### src/rtl/btb_predictor_pkg.sv
// Shared types for the branch target buffer: direction counter encoding,
// stored entry layout and address-split helpers.
package btb_types;

  // Widest PC the entry layout can hold; narrower PCs are zero-extended.
  localparam int MAX_WIDTH = 32;

  typedef enum logic [1:0] {
    SNT = 2'd0,
    WNT = 2'd1,
    WT  = 2'd2,
    ST  = 2'd3
  } ctr_t;

  typedef struct packed {
    logic                 valid;
    logic [MAX_WIDTH-1:0] tag;
    logic [MAX_WIDTH-1:0] target;
    ctr_t                 ctr;
  } btb_entry_t;

  localparam ctr_t CTR_ALLOC_COND = WT;
  localparam ctr_t CTR_ALLOC_JAL  = ST;

  function automatic int idx_bits(input int entries);
    return $clog2(entries);
  endfunction

  function automatic int tag_bits(input int width, input int entries);
    return width - $clog2(entries) - 2;
  endfunction

endpackage

### src/rtl/btb_predictor_if.sv
// Fetch-lookup and EX-training signals of the branch target buffer.
// The master is the pipeline; the slave is the predictor.
interface btb_predictor_if #(
  parameter int WIDTH = 32
);
  logic [WIDTH-1:0] fetch_pc;
  logic             btb_hit;
  logic             predict_taken;
  logic [WIDTH-1:0] predict_target;
  logic             ex_update;
  logic [WIDTH-1:0] ex_pc;
  logic             ex_taken;
  logic [WIDTH-1:0] ex_target;
  logic             ex_uncond;
  logic             ex_jalr;

  modport master (
    output fetch_pc, ex_update, ex_pc, ex_taken, ex_target, ex_uncond, ex_jalr,
    input  btb_hit, predict_taken, predict_target
  );

  modport slave (
    input  fetch_pc, ex_update, ex_pc, ex_taken, ex_target, ex_uncond, ex_jalr,
    output btb_hit, predict_taken, predict_target
  );
endinterface

### src/rtl/btb_predictor_sat_ctr2.sv
// Next-state function of a 2-bit saturating direction counter.
// A jal forces the strongly-taken state regardless of history.
module sat_ctr2
  import btb_types::*;
(
  input  ctr_t ctr,
  input  logic taken,
  input  logic force_strong,
  output ctr_t ctr_next
);

  logic [1:0] ctr_bits;

  assign ctr_bits = ctr;

  always_comb begin
    ctr_next = ctr;
    if (force_strong) begin
      ctr_next = ST;
    end else if (taken) begin
      if (ctr != ST) ctr_next = ctr_t'(ctr_bits + 2'd1);
    end else begin
      if (ctr != SNT) ctr_next = ctr_t'(ctr_bits - 2'd1);
    end
  end

endmodule

### src/rtl/btb_predictor.sv
// Direct-mapped branch target buffer: combinational lookup for IF,
// single-port training from EX at the clock edge.
module btb_predictor
  import btb_types::*;
#(
  parameter int ENTRIES = 16,
  parameter int WIDTH   = 32
) (
  input logic           clk,
  input logic           rst,
  btb_predictor_if.slave bus
);

  localparam int IDX   = idx_bits(ENTRIES);
  localparam int TAG_W = tag_bits(WIDTH, ENTRIES);

  // Flops rather than RAM: lookup is asynchronous and reset clears every entry.
  btb_entry_t mem_reg [ENTRIES];

  logic [IDX-1:0]       fetch_idx;
  logic [IDX-1:0]       ex_idx;
  logic [MAX_WIDTH-1:0] fetch_tag;
  logic [MAX_WIDTH-1:0] ex_tag;
  btb_entry_t           fetch_entry;
  btb_entry_t           ex_entry;
  btb_entry_t           new_entry;
  logic                 fetch_hit;
  logic                 ex_hit;
  logic                 ex_take;
  logic                 upd_en;
  ctr_t                 ctr_next;
  logic [ENTRIES-1:0]   we_vec;
  logic                 unused_bits;

  assign fetch_idx   = bus.fetch_pc[IDX+1:2];
  assign ex_idx      = bus.ex_pc[IDX+1:2];
  assign fetch_tag   = MAX_WIDTH'(bus.fetch_pc[WIDTH-1:IDX+2]);
  assign ex_tag      = MAX_WIDTH'(bus.ex_pc[WIDTH-1:IDX+2]);
  assign fetch_entry = mem_reg[fetch_idx];
  assign ex_entry    = mem_reg[ex_idx];

  assign fetch_hit          = fetch_entry.valid && (fetch_entry.tag == fetch_tag);
  assign bus.btb_hit        = fetch_hit;
  assign bus.predict_taken  = fetch_hit && fetch_entry.ctr[1];
  assign bus.predict_target = fetch_hit ? fetch_entry.target[WIDTH-1:0] : '0;

  assign ex_hit  = ex_entry.valid && (ex_entry.tag == ex_tag);
  assign ex_take = bus.ex_taken || bus.ex_uncond;
  // jalr targets are register-dependent, so they never enter the table.
  assign upd_en  = bus.ex_update && !bus.ex_jalr && (ex_hit || ex_take);

  sat_ctr2 u_sat_ctr2 (
    .ctr          (ex_entry.ctr),
    .taken        (bus.ex_taken),
    .force_strong (bus.ex_uncond),
    .ctr_next     (ctr_next)
  );

  always_comb begin
    new_entry = ex_entry;
    if (ex_hit) begin
      new_entry.ctr = ctr_next;
      if (ex_take) new_entry.target = MAX_WIDTH'(bus.ex_target);
    end else begin
      new_entry.valid  = 1'b1;
      new_entry.tag    = ex_tag;
      new_entry.target = MAX_WIDTH'(bus.ex_target);
      new_entry.ctr    = bus.ex_uncond ? CTR_ALLOC_JAL : CTR_ALLOC_COND;
    end
  end

  generate
    for (genvar gi = 0; gi < ENTRIES; gi++) begin : g_we
      assign we_vec[gi] = upd_en && (ex_idx == IDX'(gi));
    end
  endgenerate

  always_ff @(posedge clk or posedge rst) begin
    if (rst) begin
      for (int i = 0; i < ENTRIES; i++) begin
        mem_reg[i] <= '0;
      end
    end else begin
      for (int i = 0; i < ENTRIES; i++) begin
        if (we_vec[i]) mem_reg[i] <= new_entry;
      end
    end
  end

  // Byte offset and the weak/strong bit of the looked-up counter carry no information here.
  assign unused_bits = ^{bus.fetch_pc[1:0], bus.ex_pc[1:0], fetch_entry.ctr[0], TAG_W[0]};

endmodule

### src/flat_wrapper.sv
// flat-port wrapper written by rule: the top's interface ports become plain ports
module btb_predictor_flat import btb_types::*;
#(
  parameter int ENTRIES = 16,
  parameter int WIDTH   = 32
)
  (clk, rst, bus_fetch_pc, bus_ex_update, bus_ex_pc, bus_ex_taken, bus_ex_target, bus_ex_uncond, bus_ex_jalr, bus_btb_hit, bus_predict_taken, bus_predict_target);
  btb_predictor_if #(.WIDTH(WIDTH)) bus_i ();
  input logic clk;
  input logic rst;
  input wire logic [$bits(bus_i.fetch_pc)-1:0] bus_fetch_pc;
  input wire logic [$bits(bus_i.ex_update)-1:0] bus_ex_update;
  input wire logic [$bits(bus_i.ex_pc)-1:0] bus_ex_pc;
  input wire logic [$bits(bus_i.ex_taken)-1:0] bus_ex_taken;
  input wire logic [$bits(bus_i.ex_target)-1:0] bus_ex_target;
  input wire logic [$bits(bus_i.ex_uncond)-1:0] bus_ex_uncond;
  input wire logic [$bits(bus_i.ex_jalr)-1:0] bus_ex_jalr;
  output wire logic [$bits(bus_i.btb_hit)-1:0] bus_btb_hit;
  output wire logic [$bits(bus_i.predict_taken)-1:0] bus_predict_taken;
  output wire logic [$bits(bus_i.predict_target)-1:0] bus_predict_target;
  assign bus_i.fetch_pc = bus_fetch_pc;
  assign bus_i.ex_update = bus_ex_update;
  assign bus_i.ex_pc = bus_ex_pc;
  assign bus_i.ex_taken = bus_ex_taken;
  assign bus_i.ex_target = bus_ex_target;
  assign bus_i.ex_uncond = bus_ex_uncond;
  assign bus_i.ex_jalr = bus_ex_jalr;
  assign bus_btb_hit = bus_i.btb_hit;
  assign bus_predict_taken = bus_i.predict_taken;
  assign bus_predict_target = bus_i.predict_target;
  btb_predictor #(.ENTRIES(ENTRIES), .WIDTH(WIDTH)) u_core (.clk(clk), .rst(rst), .bus(bus_i));
endmodule
### config.mk
export PLATFORM = sky130hd
export DESIGN_NAME = btb_predictor_flat
export DESIGN_NICKNAME = d
export VERILOG_FILES = /design/src/rtl/btb_predictor_pkg.sv /design/src/rtl/btb_predictor_if.sv /design/src/rtl/btb_predictor_sat_ctr2.sv /design/src/rtl/btb_predictor.sv /design/src/flat_wrapper.sv
export SDC_FILE = /design/constraint.sdc
export NUM_CORES = 2
export LEC_CHECK = 0
export CORE_MARGIN = 3
export CORE_UTILIZATION = 60
export DETAILED_ROUTE_END_ITERATION = 6
export GPL_ROUTABILITY_DRIVEN = 1
export GPL_TIMING_DRIVEN = 0
export PLACE_DENSITY = 0.88
export SLEW_MARGIN = 20
export SYNTH_ARGS = -nofsm -noshare
export SYNTH_HDL_FRONTEND = slang
export SYNTH_SLANG_ARGS = --single-unit
### constraint.sdc
create_clock -name clk -period 36.6 [get_ports clk]
set_input_delay 3.66 -clock clk [delete_from_list [all_inputs] [get_ports clk]]
set_output_delay 3.66 -clock clk [all_outputs]
set_load 0.03 [all_outputs]
* Word level (Yosys, flattened, before mapping)
Cells that the tools add are included.
** Word-level totals
- Bits in registers :: 1072
- Bits of input ports :: 102
- Word-level logic and storage cells :: 129
** Operators by class
- $add $sub $neg :: 2
- $lt $le $gt $ge :: 2
- Equality and inequality tests :: 18
- Mux-type cells :: 15
- Bitwise gates (word level) :: 2
- Reduce and logical (&&, ||, !) cells :: 26
** Operator list (number)
- 67-bit binary-select mux with 4-bit select :: 2
- 67-bit two-way mux :: 4
- 32-bit by 26-bit == test with 1-bit output :: 2
- 32-bit two-way mux :: 2
- 34-bit two-way mux :: 1
- 33-bit two-way mux :: 1
- 4-bit == test, second input constant :: 8
- 1-bit logical AND :: 21
- 4-bit by 3-bit == test with 1-bit output, second input constant :: 4
- 5-bit greater-or-equal comparator, second input constant :: 2
- 4-bit NOT with 5-bit output :: 2
- 4-bit by 2-bit == test with 1-bit output, second input constant :: 2
- 2-bit two-way mux :: 4
- 4-bit by 1-bit == test with 1-bit output, second input constant :: 1
- 4-bit logical NOT :: 1
- 2-bit by 1-bit adder with 2-bit output, second input constant :: 1
- 1-bit logical OR :: 2
- 2-bit != test, second input constant :: 1
- 2-bit nonzero test :: 1
- 2-bit by 1-bit subtractor with 2-bit output, second input constant :: 1
- 1-bit logical NOT :: 1
- 1-bit two-way mux :: 1

* Logic depth before layout (Yosys ltp)
- Word-level depth :: 9
- Depth in mapped cells :: 16
- Gate-level depth less buffers :: 9

* By module
From an unflattened synthesis, not the netlist that was laid out.
** Unflattened totals
- Cells, all modules :: 3747
- Area, all modules :: 56083.8 µm²
** Modules (own cells, without submodules)
- btb_predictor :: times used 1, cells an instance 3740, area each 56047.5 µm², seq. area each 26825.7 µm²
- sat_ctr2 :: times used 1, cells an instance 7, area each 36.3 µm², seq. area each 0.0 µm²

* Worst setup path before layout
No wires, ideal clock.
- Path kind :: input-to-output
- From :: input port bus_fetch_pc[2]
- To :: output port bus_predict_taken
- Arrival time :: 7.103 ns
- Slack :: 25.837 ns
- Cell stages on the path :: 9
- Buffers on the path :: 6
- Cells stage by stage :: clkbuf_1 > clkbuf_1 > clkbuf_1 > clkbuf_1 > clkbuf_1 > buf_1 > mux4_2 > mux4_2 > nor2b_1
** On the way
- Word-level cells in the longest chain between the ends :: 7
** RTL lines
- start, declared :: RTL line flat_wrapper.sv:11 : input wire logic [$bits(bus_i.fetch_pc)-1:0] bus_fetch_pc;
- 4-bit NOT with 5-bit output (implied by the code) * :: RTL line btb_predictor.sv:39 : assign fetch_entry = mem_reg[fetch_idx];
- 67-bit binary-select mux with 4-bit select * :: RTL line btb_predictor.sv:39
- 67-bit two-way mux (implied by the code) * (2 in series) :: RTL line btb_predictor.sv:39
- 32-bit by 26-bit == test with 1-bit output :: RTL line btb_predictor.sv:42 : assign fetch_hit = fetch_entry.valid && (fetch_entry.tag == fetch_tag);
- 1-bit logical AND :: RTL line btb_predictor.sv:42
- 1-bit logical AND * :: RTL line btb_predictor.sv:44 : assign bus.predict_taken = fetch_hit && fetch_entry.ctr[1];
- end, declared :: RTL line flat_wrapper.sv:19 : output wire logic [$bits(bus_i.predict_taken)-1:0] bus_predict_taken;
Mark *: on every way between the ends. The rest lies on a longest branch, timed or not. The select of a mux whose other input is x is not followed.

* Worst setup path in the final report
- From :: input port bus_fetch_pc[2]
- To :: output port bus_predict_target[15]
** On the way
- Word-level cells in the longest chain between the ends :: 7
** RTL lines
- 4-bit NOT with 5-bit output (implied by the code) * :: RTL line btb_predictor.sv:39
- 67-bit binary-select mux with 4-bit select * :: RTL line btb_predictor.sv:39
- 67-bit two-way mux (implied by the code) * (2 in series) :: RTL line btb_predictor.sv:39
- 32-bit by 26-bit == test with 1-bit output :: RTL line btb_predictor.sv:42
- 1-bit logical AND :: RTL line btb_predictor.sv:42
- 32-bit two-way mux * :: RTL line btb_predictor.sv:45 : assign bus.predict_target = fetch_hit ? fetch_entry.target[WIDTH-1:0] : '0;
- end, declared :: RTL line flat_wrapper.sv:20 : output wire logic [$bits(bus_i.predict_target)-1:0] bus_predict_target;
Marks and branches as above.

==> impl_metrics.json <==
{
  "coreArea_um2": 92400,
  "synthCells": 3623,
  "fp.dieH_um": 312,
  "start_kind": "primary input",
  "synth_fp_nets": 3725,
  "p_seq_frac": 0.455,
  "rrSetupSlack_ps": 30490,
  "areaGrowthSynthToFinish_pct": 12.0,
  "crit-reg2reg-launch": "u_core.mem_reg[245]",
  "final_hold_viol_count": 0,
  "finalWirelength_um": 182000,
  "synth_top_flop_cell": "dfrtp_1",
  "drive_gt1_frac": 0.485,
  "fin_nets": 3952,
  "r2r_end": "u_core.mem_reg[55]",
  "cts_buffer_depth": 3,
  "hpwlAfterDp_um": 117000,
  "yosysTopAreaCell": "dfrtp_1",
  "overflow": 0,
  "synth_area_um2": 56400,
  "insertion_delay_ps": 720,
  "synth_seq_cells": 1072,
  "fp-row-count": 111,
  "antenna_found_initial": 18,
  "power_density_nw_per_um2": 53.5,
  "tritoncts": "built",
  "clock_sinks": 1072,
  "via_per_inst": 7.41,
  "worstMarginPinSlew_ps": 1410,
  "cts_setup_buffers": 0,
  "die_area_um2": 97700,
  "seq_area_frac_synth": 0.476,
  "fmax_mhz": 70.4,
  "drt_iter0_drc": 5257,
  "yosys-top-cells-count": "dfrtp_1, mux2_2, mux4_2, clkbuf_1, mux2i_1",
  "r2r.worst_path.cells": 11,
  "grt_pass1_wl_um": 266000,
  "postLayoutSetupSlackWorst_ps": 22390,
  "cp.arrival_ps": 10550,
  "finalCritPeriodShare": 0.388,
  "fillers": 5837,
  "p_sw_frac": 0.273,
  "setup_tns_ps": 0,
  "synth_warnings": 0,
  "portBuffers": 103,
  "cts_made_buffers": 110,
  "crit_fanout": 10,
  "dpl_cell_area_um2": 59300,
  "async_flop_share": 1.00,
  "via_count": 38500,
  "gp_congestion": 1.01,
  "cts.clk_slew.worst_paths_ps": 60,
  "required_ps": 32940,
  "synthTopCellsByArea": "dfrtp_1, mux4_2, mux2_2",
  "grt_max_degree": 112,
  "pwr-share-comb": 0.194,
  "ctsResizeCount": 0,
  "drtPass1Iterations": 6,
  "io-pin-count": 136,
  "cts_root_buf": "clkbuf_16",
  "syn_avg_cell_area_um2": 15.6,
  "relSlewSlack": 0.0547,
  "grt.total_usage": 0.372,
  "min_path_cells": 1,
  "p_int_uw": 2450,
  "peakVddDrop_mv": 0.0488,
  "worst_clock_skew_ps": 28.1,
  "synth-edff-count": 0,
  "hp-start": "u_core.mem_reg[599]",
  "layout_min_cycle_time_ps": 14210,
  "p_leak_uw": 0.0279,
  "hold_path.class": "flop to flop",
  "ant_nets": 0,
  "drt_drc_violations_left": 0,
  "end_kind": "output pin",
  "ys_types": 57,
  "maxCapViolations": 0,
  "setup_viol": 0,
  "cts_htree_levels": 3,
  "rsz0062_at_grt": "no",
  "pre_cts_ws_ps": 22500,
  "critPathKind": "primary input to output pin",
  "maxSlewViolCount": 0,
  "switchingPower_uw": 922,
  "largest_reg_flops": 1072,
  "start_util": 0.610,
  "first_global_vias": 40100,
  "fin_area_um2": 63100,
  "postCtsHoldBufs": 0,
  "synth_most_common_cell": "dfrtp_1",
  "min_to": "u_core.mem_reg[599]",
  "clkPwrFrac": 0.351,
  "status": "finished, final reports clean",
  "post_drt_wl_per_cell_um": 35.0,
  "fp.dieW_um": 312,
  "synth_top_area_frac": 0.476
}
worst max-delay path, cell delays in order:
cell and delay [ps]:
clkbuf_1 210, clkbuf_1 840, clkbuf_1 790, mux4_2 610, mux2i_1 220, a21oi_1 130, xor2_1 210, nor4_1 1130
nand4_1 720, buf_6 390, clkbuf_1 390, nor2b_1 450, clkdlybuf4s50_1 750
cell families after synthesis:
family          synth area share
xor+xnor                  0.0103
compound gates            0.0163
buf+inv                   0.0293
flops                      0.476
simple gates              0.0331
fa+ha+maj               0.000355
mux                        0.435
cell type report:
type                            count  area (um^2)  area share
Multi-Input combinational cell   2179        27900       0.442
Timing Repair Buffer              115         1350      0.0213
Buffer                            362         1670      0.0265
Antenna cell                       11         27.5    0.000436
Clock inverter                     45          586     0.00928
Clock buffer                      157         3160      0.0501
Inverter                           10         45.0    0.000714
Tap cell                         1243         1560      0.0246
Sequential cell                  1072        26800       0.425
cell usage in the layout (no fill, tap or decap), types with 10 or more instances in the layout:
cell type | synthesis | routed
mux2i_1 | 123 | 123
nor2b_1 | 63 | 63
nand2_1 | 23 | 23
mux2_2 | 982 | 982
buf_1 | 49 | 25
o21ai_0 | 19 | 19
clkbuf_8 | 0 | 21
nor4_1 | 26 | 26
xor2_1 | 32 | 32
clkdlybuf4s50_1 | 0 | 103
nand2b_1 | 15 | 15
and2_1 | 74 | 74
buf_6 | 9 | 10
clkbuf_2 | 0 | 32
diode_2 | 0 | 11
buf_2 | 107 | 120
buf_16 | 0 | 11
nor3_1 | 32 | 32
dfrtp_1 | 1072 | 1072
clkbuf_1 | 182 | 186
mux4_2 | 527 | 527
a21oi_1 | 26 | 26
a22oi_1 | 32 | 32
mux2_4 | 22 | 22
xnor2_1 | 34 | 34
o22ai_1 | 11 | 11
buf_4 | 15 | 15
clkbuf_16 | 0 | 111
clkinv_2 | 0 | 21
nand3_1 | 20 | 20
bufinv_16 | 0 | 13
nor2_1 | 33 | 33
metal layers:
metal | part of all wire | GRT usage | vias to the layer above
met5 | 0.00042 | 0 | -
met1 | 0.33 | 0.452 | 19900
li1 | - | - | 14400
met2 | 0.45 | 0.550 | 3269
met4 | 0.081 | 0.250 | 14
met3 | 0.14 | 0.149 | 937
power by group through the flow:
stage	clock (uW)	combinational (uW)	sequential, uW
after floorplan	0	497	1490
after global placement	0	608	1530
after detailed placement	0	635	1540
after CTS	1180	643	1520
after global routing	1230	687	1550
final	1190	654	1540
worst max path at each step:
stage                          startpoint                      to  slack (ps)  cells after the start
after global routing      bus_fetch_pc[2]  bus_predict_target[15]       22510                     14
final                     bus_fetch_pc[2]  bus_predict_target[15]       22390                     13
after floorplan                       rst       u_core.mem_reg[0]        2760                      1
after CTS                 bus_fetch_pc[2]  bus_predict_target[15]       22440                     13
after detailed placement  bus_fetch_pc[2]  bus_predict_target[15]       22500                     13
after global placement                rst     u_core.mem_reg[330]       -8320                      2
stage by stage:
stage               total power (uW)  hold WS, ps  utilization  cells
finish                          3370          488        0.683   5194
global route                    3460          501        0.683   5183
CTS                             3350          486        0.682   5182
detailed placement              2170          471        0.642   4980
global placement                2140          470        0.638   4969
floorplan                       1980          446            -   3623
(Power assumes the default switching activity.)
